===== src/rtl/projectile_sprite_engine.sv =====
// Player projectile engine: owns NUM_SHOTS slots, spawns them on fire,
// moves them up once per frame_tick, and renders the sprite for the current
// DrawX/DrawY through a fixed 2-stage pipeline (no stalls).
// Slot priority: a fire into a free slot wins, then kill, then the frame move.
module projectile_sprite_engine #(
   parameter int NUM_SHOTS  = 2,
   parameter int SPR_W      = 3,
   parameter int SPR_H      = 8,
   parameter int NUM_FRAMES = 2,
   parameter int ANIM_DIV   = 4,
   parameter int SPEED      = 4
) (
   input  logic                 Clk,
   input  logic                 Reset,
   input  logic                 frame_tick,
   input  logic                 fire,
   input  logic [9:0]           fire_x,
   input  logic [9:0]           fire_y,
   output logic                 fire_ack,
   input  logic [NUM_SHOTS-1:0] kill,
   output logic [NUM_SHOTS-1:0] shots_active,
   input  logic [9:0]           DrawX,
   input  logic [9:0]           DrawY,
   input  logic                 pix_valid_in,
   output logic                 pix_valid_out,
   output logic                 sprite_on,
   output logic [7:0]           SpriteR,
   output logic [7:0]           SpriteG,
   output logic [7:0]           SpriteB
);

   localparam int IW  = (NUM_SHOTS > 1) ? $clog2(NUM_SHOTS) : 1;
   localparam int AW  = (ANIM_DIV > 1)  ? $clog2(ANIM_DIV)  : 1;
   localparam int DXW = (SPR_W > 1)     ? $clog2(SPR_W)     : 1;
   localparam int DYW = (SPR_H > 1)     ? $clog2(SPR_H)     : 1;

   // Pattern ROM: row packed as {dx0, dx1, dx2}, 2 bits each.
   // Pattern 1 differs from pattern 0 only in the two top rows (tip flicker).
   function automatic logic [1:0] rom_idx(input logic pat,
                                          input logic [DYW-1:0] r,
                                          input logic [DXW-1:0] c);
      logic [5:0] row;
      row = 6'b00_11_00;
      case (int'(r))
         0, 1:    row = pat ? 6'b00_10_00 : 6'b00_01_00;
         2:       row = 6'b01_01_01;
         3:       row = 6'b01_10_01;
         default: row = 6'b00_11_00;
      endcase
      case (int'(c))
         0:       rom_idx = row[5:4];
         1:       rom_idx = row[3:2];
         2:       rom_idx = row[1:0];
         default: rom_idx = 2'b00;
      endcase
   endfunction

   logic [NUM_SHOTS-1:0] active;
   logic [9:0]           x [NUM_SHOTS];
   logic [9:0]           y [NUM_SHOTS];
   logic [AW-1:0]        anim_cnt;
   logic [1:0]           anim_frame;

   logic                 free_found;
   logic [IW-1:0]        free_idx;
   logic                 spawn;

   logic [9:0]           dx_all [NUM_SHOTS];
   logic [9:0]           dy_all [NUM_SHOTS];
   logic                 hit_c;
   logic [DXW-1:0]       dx_c;
   logic [DYW-1:0]       dy_c;

   logic                 s1_hit;
   logic [DXW-1:0]       s1_dx;
   logic [DYW-1:0]       s1_dy;
   logic                 s1_pat;
   logic                 s1_valid;
   logic [1:0]           s2_idx;

   assign shots_active = active;
   assign spawn        = fire && free_found;

   // Lowest-index inactive slot, from slot state at the start of the cycle.
   always_comb begin
      free_found = 1'b0;
      free_idx   = '0;
      for (int i = NUM_SHOTS - 1; i >= 0; i--) begin
         if (!active[i]) begin
            free_found = 1'b1;
            free_idx   = IW'(i);
         end
      end
   end

   // Slot state: spawn, kill, then upward move / leave-top on frame_tick.
   always_ff @(posedge Clk or posedge Reset) begin
      if (Reset) begin
         active   <= '0;
         fire_ack <= 1'b0;
         for (int i = 0; i < NUM_SHOTS; i++) begin
            x[i] <= '0;
            y[i] <= '0;
         end
      end else begin
         fire_ack <= spawn;
         for (int i = 0; i < NUM_SHOTS; i++) begin
            if (spawn && (free_idx == IW'(i))) begin
               active[i] <= 1'b1;
               x[i]      <= fire_x;
               y[i]      <= fire_y;
            end else if (kill[i]) begin
               active[i] <= 1'b0;
            end else if (frame_tick && active[i]) begin
               if (y[i] >= 10'(SPEED)) y[i] <= y[i] - 10'(SPEED);
               else                    active[i] <= 1'b0;
            end
         end
      end
   end

   // Animation: step anim_frame every ANIM_DIV frame ticks.
   always_ff @(posedge Clk or posedge Reset) begin
      if (Reset) begin
         anim_cnt   <= '0;
         anim_frame <= '0;
      end else if (frame_tick) begin
         if (anim_cnt == AW'(ANIM_DIV - 1)) begin
            anim_cnt   <= '0;
            anim_frame <= (anim_frame == 2'(NUM_FRAMES - 1)) ? 2'd0 : anim_frame + 2'd1;
         end else begin
            anim_cnt <= anim_cnt + AW'(1);
         end
      end
   end

   // Per-slot offsets of the current pixel (10-bit wrap, so left/above is huge).
   always_comb begin
      for (int i = 0; i < NUM_SHOTS; i++) begin
         dx_all[i] = DrawX - x[i];
         dy_all[i] = DrawY - y[i];
      end
   end

   // Hit search; scanning downward lets the lowest-index hit win.
   always_comb begin
      hit_c = 1'b0;
      dx_c  = '0;
      dy_c  = '0;
      for (int i = NUM_SHOTS - 1; i >= 0; i--) begin
         if (active[i] && (dx_all[i] < 10'(SPR_W)) && (dy_all[i] < 10'(SPR_H))) begin
            hit_c = 1'b1;
            dx_c  = dx_all[i][DXW-1:0];
            dy_c  = dy_all[i][DYW-1:0];
         end
      end
   end

   // Render stage 1: register hit, in-sprite offset, pattern and valid.
   always_ff @(posedge Clk or posedge Reset) begin
      if (Reset) begin
         s1_hit   <= 1'b0;
         s1_dx    <= '0;
         s1_dy    <= '0;
         s1_pat   <= 1'b0;
         s1_valid <= 1'b0;
      end else begin
         s1_hit   <= hit_c;
         s1_dx    <= dx_c;
         s1_dy    <= dy_c;
         s1_pat   <= anim_frame[0];
         s1_valid <= pix_valid_in;
      end
   end

   assign s2_idx = rom_idx(s1_pat, s1_dy, s1_dx);

   // Render stage 2: ROM/palette lookup; transparent or no hit renders black.
   always_ff @(posedge Clk or posedge Reset) begin
      if (Reset) begin
         pix_valid_out <= 1'b0;
         sprite_on     <= 1'b0;
         SpriteR       <= 8'h00;
         SpriteG       <= 8'h00;
         SpriteB       <= 8'h00;
      end else begin
         pix_valid_out <= s1_valid;
         sprite_on     <= s1_hit && (s2_idx != 2'd0);
         SpriteR       <= 8'h00;
         SpriteG       <= 8'h00;
         SpriteB       <= 8'h00;
         if (s1_hit) begin
            case (s2_idx)
               2'd1: SpriteR <= 8'hFF;
               2'd2: begin
                  SpriteR <= 8'hFF;
                  SpriteG <= 8'hFF;
                  SpriteB <= 8'hFF;
               end
               2'd3: begin
                  SpriteR <= 8'hDE;
                  SpriteG <= 8'hDE;
                  SpriteB <= 8'hDE;
               end
               default: ;
            endcase
         end
      end
   end

endmodule


===== config.mk =====
export PLATFORM = sky130hd
export DESIGN_NAME = projectile_sprite_engine
export DESIGN_NICKNAME = d
export VERILOG_FILES = /design/src/rtl/projectile_sprite_engine.sv
export SDC_FILE = /design/constraint.sdc
export NUM_CORES = 1
export LEC_CHECK = 0
export CORE_ASPECT_RATIO = 0.7
export CORE_UTILIZATION = 45
export CTS_CLUSTER_DIAMETER = 120
export DETAILED_ROUTE_END_ITERATION = 8
export GPL_TIMING_DRIVEN = 0
export PLACE_DENSITY = 0.7
export SLEW_MARGIN = 30
export SYNTH_ARGS = -nofsm -noshare
export SYNTH_HDL_FRONTEND = slang
export SYNTH_SLANG_ARGS = --single-unit

===== constraint.sdc =====
create_clock -name Clk -period 5.73 [get_ports Clk]
set_clock_uncertainty 0.1 [all_clocks]
set_input_delay 0.8595 -clock Clk [delete_from_list [all_inputs] [get_ports Clk]]
set_output_delay 0.8595 -clock Clk [all_outputs]
set_load 0.005 [all_outputs]

After elaboration in Yosys (flattened, before gate mapping):

Cells that the tools add are included.

* bits in latches: 0
* RAM bits: 0
* logic and storage cells: 107
* flip-flop bits (word level): 73
* memories kept: 0
* bits in read-only memories: 0

* divide/modulo/power cells: 0
* $lt $le $gt $ge: 6
* bitwise operators: 1
* shift-type cells: 0
* multiply operators: 0
* multiplexer cells: 34
* add/subtract/negate cells: 8
* eq/ne operators: 14
* reduce and logical (&&, ||, !) cells: 26

Operator list (count)
* $mux 10: 8
* $sub 10x10->10: 4
* $pmux 8 s2: 2
* $ge 10x3->1 const B: 2
* $lt 10x2->1 const B: 2
* $lt 10x4->1 const B: 2
* $sub 10x3->10 const B: 2
* $mux 8: 2
* $pmux 5 s3: 1
* $mux 1: 13
* $logic_and 1x1->1: 10
* $reduce_bool 2->1: 5
* $eq 2x2->1 const B: 4
* $mux 2: 4
* $eq 2x1->1 const B: 3
* $eq 3x2->1 const B: 2
* $mux 3: 2
* $ne 3x3->1 const B: 2
* $pmux 2 s3: 1
* $reduce_and 2->1: 3
* $reduce_and 3->1: 2
* $reduce_bool 3->1: 2
* $add 2x1->2 const B: 2
* $mux 4: 1
* 6 further kinds: 8

Logic depth before layout (Yosys ltp):

* depth in word-level cells: 8
* mapped depth: 12

Worst setup path after synthesis:

OpenSTA, ideal clock, no wires.

* kind: input -> register
* start point: in DrawX[0]
* end point: reg s1_dy[2]
* buffers on the path: 1
* slack: 2.495 ns
* stages: 12
* data required time: 5.502 ns
* arrival time: 3.007 ns
* cells stage by stage: inv_1 -> ha_1 -> fa_1 -> nand2b_1 -> a21oi_1 -> xor2_1 -> a211oi_1 -> nand4_1 -> nor4_4 -> and3_1 -> buf_2 -> o31ai_1

* word-level cells in the longest chain between the ends: 6

RTL lines
* from (decl): line 22 `input logic [9:0] DrawX,`
* $sub 10x10->10: line 140 `dx_all[i] = DrawX - x[i];`
* $lt 10x2->1: line 151 `if (active[i] && (dx_all[i] < 10'(SPR_W)) && (dy_all[i] < 10'(SPR_H))) begin`
* $logic_and 1x1->1 (2 in a row): line 151
* $mux 3: line 151
* $mux 3 (*): line 151
* net dy_c[2]: line 72 `logic [DYW-1:0] dy_c;`
* to (signal assigned): line 170 `s1_dy <= dy_c;`
* to (decl): line 76 `logic [DYW-1:0] s1_dy;`

Mark *: on every way through the listed nets, which the timed path passes. The rest lies on a longest branch.
A chain may end at the register's enable or synchronous reset.

Worst setup path in the final report:

* start point: in DrawX[0]
* end point: reg s1_dx[0]

* word-level cells in the longest chain between the ends: 6

RTL lines
* $sub 10x10->10: line 140
* $lt 10x2->1: line 151
* $logic_and 1x1->1 (2 in a row): line 151
* $mux 2: line 151
* $mux 2 (*): line 151
* net dx_c[0]: line 71 `logic [DXW-1:0] dx_c;`
* to (signal assigned): line 163 `s1_dx <= '0;`
* to (signal assigned): line 169 `s1_dx <= dx_c;`
* to (decl): line 75 `logic [DXW-1:0] s1_dx;`

Marked as above.

==> impl_metrics.py <==
metrics = {
    "logic_synthesis": {
        "synth_top_area_share_pct": 33.3,
        "synth_common_cells": "nand2_1, dfrtp_1, inv_1",
        "synth.cell_area_um2": 4440,
        "syn_inst": 517,
        "synth-seq-cells": 59,
        "ys_warn_count": 0,
        "syn-num-nets": 612,
        "ys.flop_type": "dfrtp_1",
        "async_flop_share_pct": 100,
        "yosysMostFrequentCell": "nand2_1",
        "ys_seq_area_share_pct": 33.3,
        "yosysTopAreaCell": "dfrtp_1",
        "ys_types": 58,
        "synthTopCellsByArea": "dfrtp_1, ha_1, nand2_1, o21ai_0, inv_1",
        "synth_edf_count": 0,
        "syn_area_per_cell_um2": 8.59,
    },
    "detailed_routing": {
        "drc": 0,
        "wl_mm": 11.9,
        "num_vias": 4018,
        "via_per_inst": 5.48,
        "drtAntennaViolNets": 0,
        "drt_iter0_markers": 267,
        "dr.pass1.iters": 5,
        "wl_per_cell_um": 16.3,
    },
    "floorplan": {
        "die_area_um2": 10300,
        "rows": 29,
        "core_um2": 9330,
        "die_h_um": 85.1,
        "start_util_pct": 47.6,
        "die_w_um": 121,
        "pin_count": 76,
    },
    "worst_setup_path": {
        "end_kind": "register",
        "startpoint_type": "input port",
        "crit_fanout": 6,
        "cp_data_required_time_ns": 5.84,
        "arrival_ns": 4.11,
        "crit_type": "input port to register",
        "cp_num_buf_inv": 2,
        "critPathSlowestCell": "clkdlybuf4s50_1",
        "critPathTopFamily": "compound AO/OA/AOI/OAI gates",
        "crit_chain": "clkdlybuf4s50_1 > inv_1 > ha_1 > fa_1 > nor2b_1 > o31ai_1 > a21boi_0 > o21ai_0 > nor2b_1 > a2111oi_2 > nand4_1 > o31ai_1",
        "critical_path.max_stage_delay_ns": 0.45,
    },
    "sta": {
        "whs_ns": 0.252,
        "fmax_mhz": 250,
        "max_slew_margin_pct": 48.5,
        "finalCritPeriodShare_pct": 69.7,
        "setup_violations": 0,
        "hold_viol": 0,
        "layout_setup_ws_ns": 1.74,
        "setup_tns_ns": 0,
        "final_max_slew_viol_count": 0,
        "min_period_ns": 3.99,
        "rsz0062_at_grt": "false",
        "tightest_slew_ns": 0.773,
    },
    "global_routing": {
        "grt_pass1_wl_mm": 19.4,
        "grt_max_degree": 32,
        "grt_antenna_before_repair": 0,
        "grt_pass1_vias": 3839,
        "track_usage_pct": 25.0,
        "grt-ovfl-total": 0,
    },
    "placement": {
        "place_ws_ns": 1.51,
        "gp_congestion": 0.931,
        "io_buffers": 75,
        "placed_cell_area_um2": 5370,
        "dp.cells": 717,
        "dp_hpwl_mm": 9.25,
    },
    "power_and_ir_drop": {
        "vdd_ir_drop_max_mv": 0.231,
        "total_power_mw": 2.13,
        "p_int_mw": 1.31,
        "clockPowerShare_pct": 27.5,
        "comb_power_share_pct": 44.6,
        "p_per_area_nw_per_um2": 375,
        "p_sw_share_pct": 38.6,
        "leakage_nw": 2.57,
        "pwr-share-seq_pct": 27.9,
        "switchingPower_mw": 0.823,
    },
    "clock_network": {
        "clk-insertion-delay-late_ns": 0.34,
        "clock_sinks": 59,
        "htreeDepth": 3,
        "cts_setup_buffers": 0,
        "holdBufCountCts": 0,
        "clk_path_buf_depth": 2,
        "path_clk_slew_ns": 0.05,
        "tritoncts": "done",
        "cts_root_buffer": "clkbuf_16",
        "cts_resized": 0,
        "cts-buffers-inserted": 9,
    },
    "finish": {
        "n_antenna_cell": 0,
        "nNetsFinal": 699,
        "drive_gt1_share_pct": 7.88,
        "fin_cells": 733,
        "area_growth_pct": 28.1,
        "final_core_util_pct": 61.0,
        "finalInstanceArea_um2": 5690,
    },
    "flow_run": {
        "maxCapViolations": 0,
    },
    "status": {
        "status": "finished, final reports clean",
    },
    "hold_path": {
        "min_path_type": "register to register",
    },
}
==> power groups by stage <==
stage	clock (mW)	combinational, mW	sequential, mW
finish	0.588	0.951	0.596
global route	0.613	1.06	0.609
CTS	0.595	0.938	0.596
detailed placement	0	0.929	0.600
global placement	0	0.902	0.599
floorplan	0	0.690	0.580
==> placed cells by master (no fill, tap or decap), types with 15 or more instances in the layout <==
cell | netlist | routed
o21ai_0 | 41 | 41
nand2_1 | 60 | 60
clkdlybuf4s50_1 | 0 | 75
nor3_1 | 16 | 16
ha_1 | 44 | 44
inv_1 | 53 | 52
buf_4 | 21 | 21
dfrtp_1 | 59 | 59
nor2b_1 | 15 | 15
nor2_1 | 23 | 23
a21oi_1 | 24 | 24
==> cells by family (layout without fill, tap and decap cells) <==
family          Yosys count  in the layout  synth area share, %
xor+xnor                 23             23                 4.54
simple gates            171            171                 19.9
mux                       7              7                 1.63
buf+inv                  85            177                 9.02
flops                    59             59                 33.3
compound gates          124            124                 17.4
fa+ha+maj                48             48                 14.2
==> area by class of cell <==
cell class	instances	area (um^2)
flip-flops and latches	59	1480
well taps	124	155
inverters	53	201
plain buffers	32	201
clock inverters	4	73.8
multi-input cells	373	2560
fillers	766	3640
repair buffers	76	771
clock buffers	12	246
==> worst register-to-register path: stages (launching register included) <==
cell	delay, ns
dfrtp_1	0.39
ha_1	0.22
fa_1	0.40
nor2b_1	0.21
o31ai_1	0.14
a21boi_0	0.31
o21ai_0	0.16
nor2b_1	0.17
a2111oi_2	0.33
nand4_1	0.36
o31ai_1	0.42
==> sequential cells by signal (all words and copies together), names as in the netlist <==
signal / flops
anim_cnt: 2
SpriteR: 2
s1_dx: 2
s1_dy: 3
s1_valid: 1
pix_valid_out: 1
s1_pat: 1
y: 20
SpriteB: 2
x: 20
fire_ack: 1
shots_active: 2
s1_hit: 1
anim_frame: 1
==> worst paths after layout <==
check	cells past startpoint	slack, ns	end	from
worst max-delay path	12	1.74	s1_dx[0]	DrawX[0]
worst min-delay path	0	0.25	pix_valid_out	s1_valid
worst max register to register	10	2.39	s1_dx[0]	x[0]
worst min register to register	0	0.25	pix_valid_out	s1_valid
max in group asynchronous	3	4.26	x[6]	Reset
min in group asynchronous	2	0.77	s1_pat	Reset
==> per-layer routing <==
metal | wire length [um] | global-route usage, % | up-vias
met4 | 167 | 8.31 | 0
met2 | 5070 | 37.7 | 145
li1 | - | - | 1975
met1 | 5790 | 35.1 | 1882
met5 | 0 | 0 | -
met3 | 887 | 5.91 | 16
(Power assumes the default switching activity.)
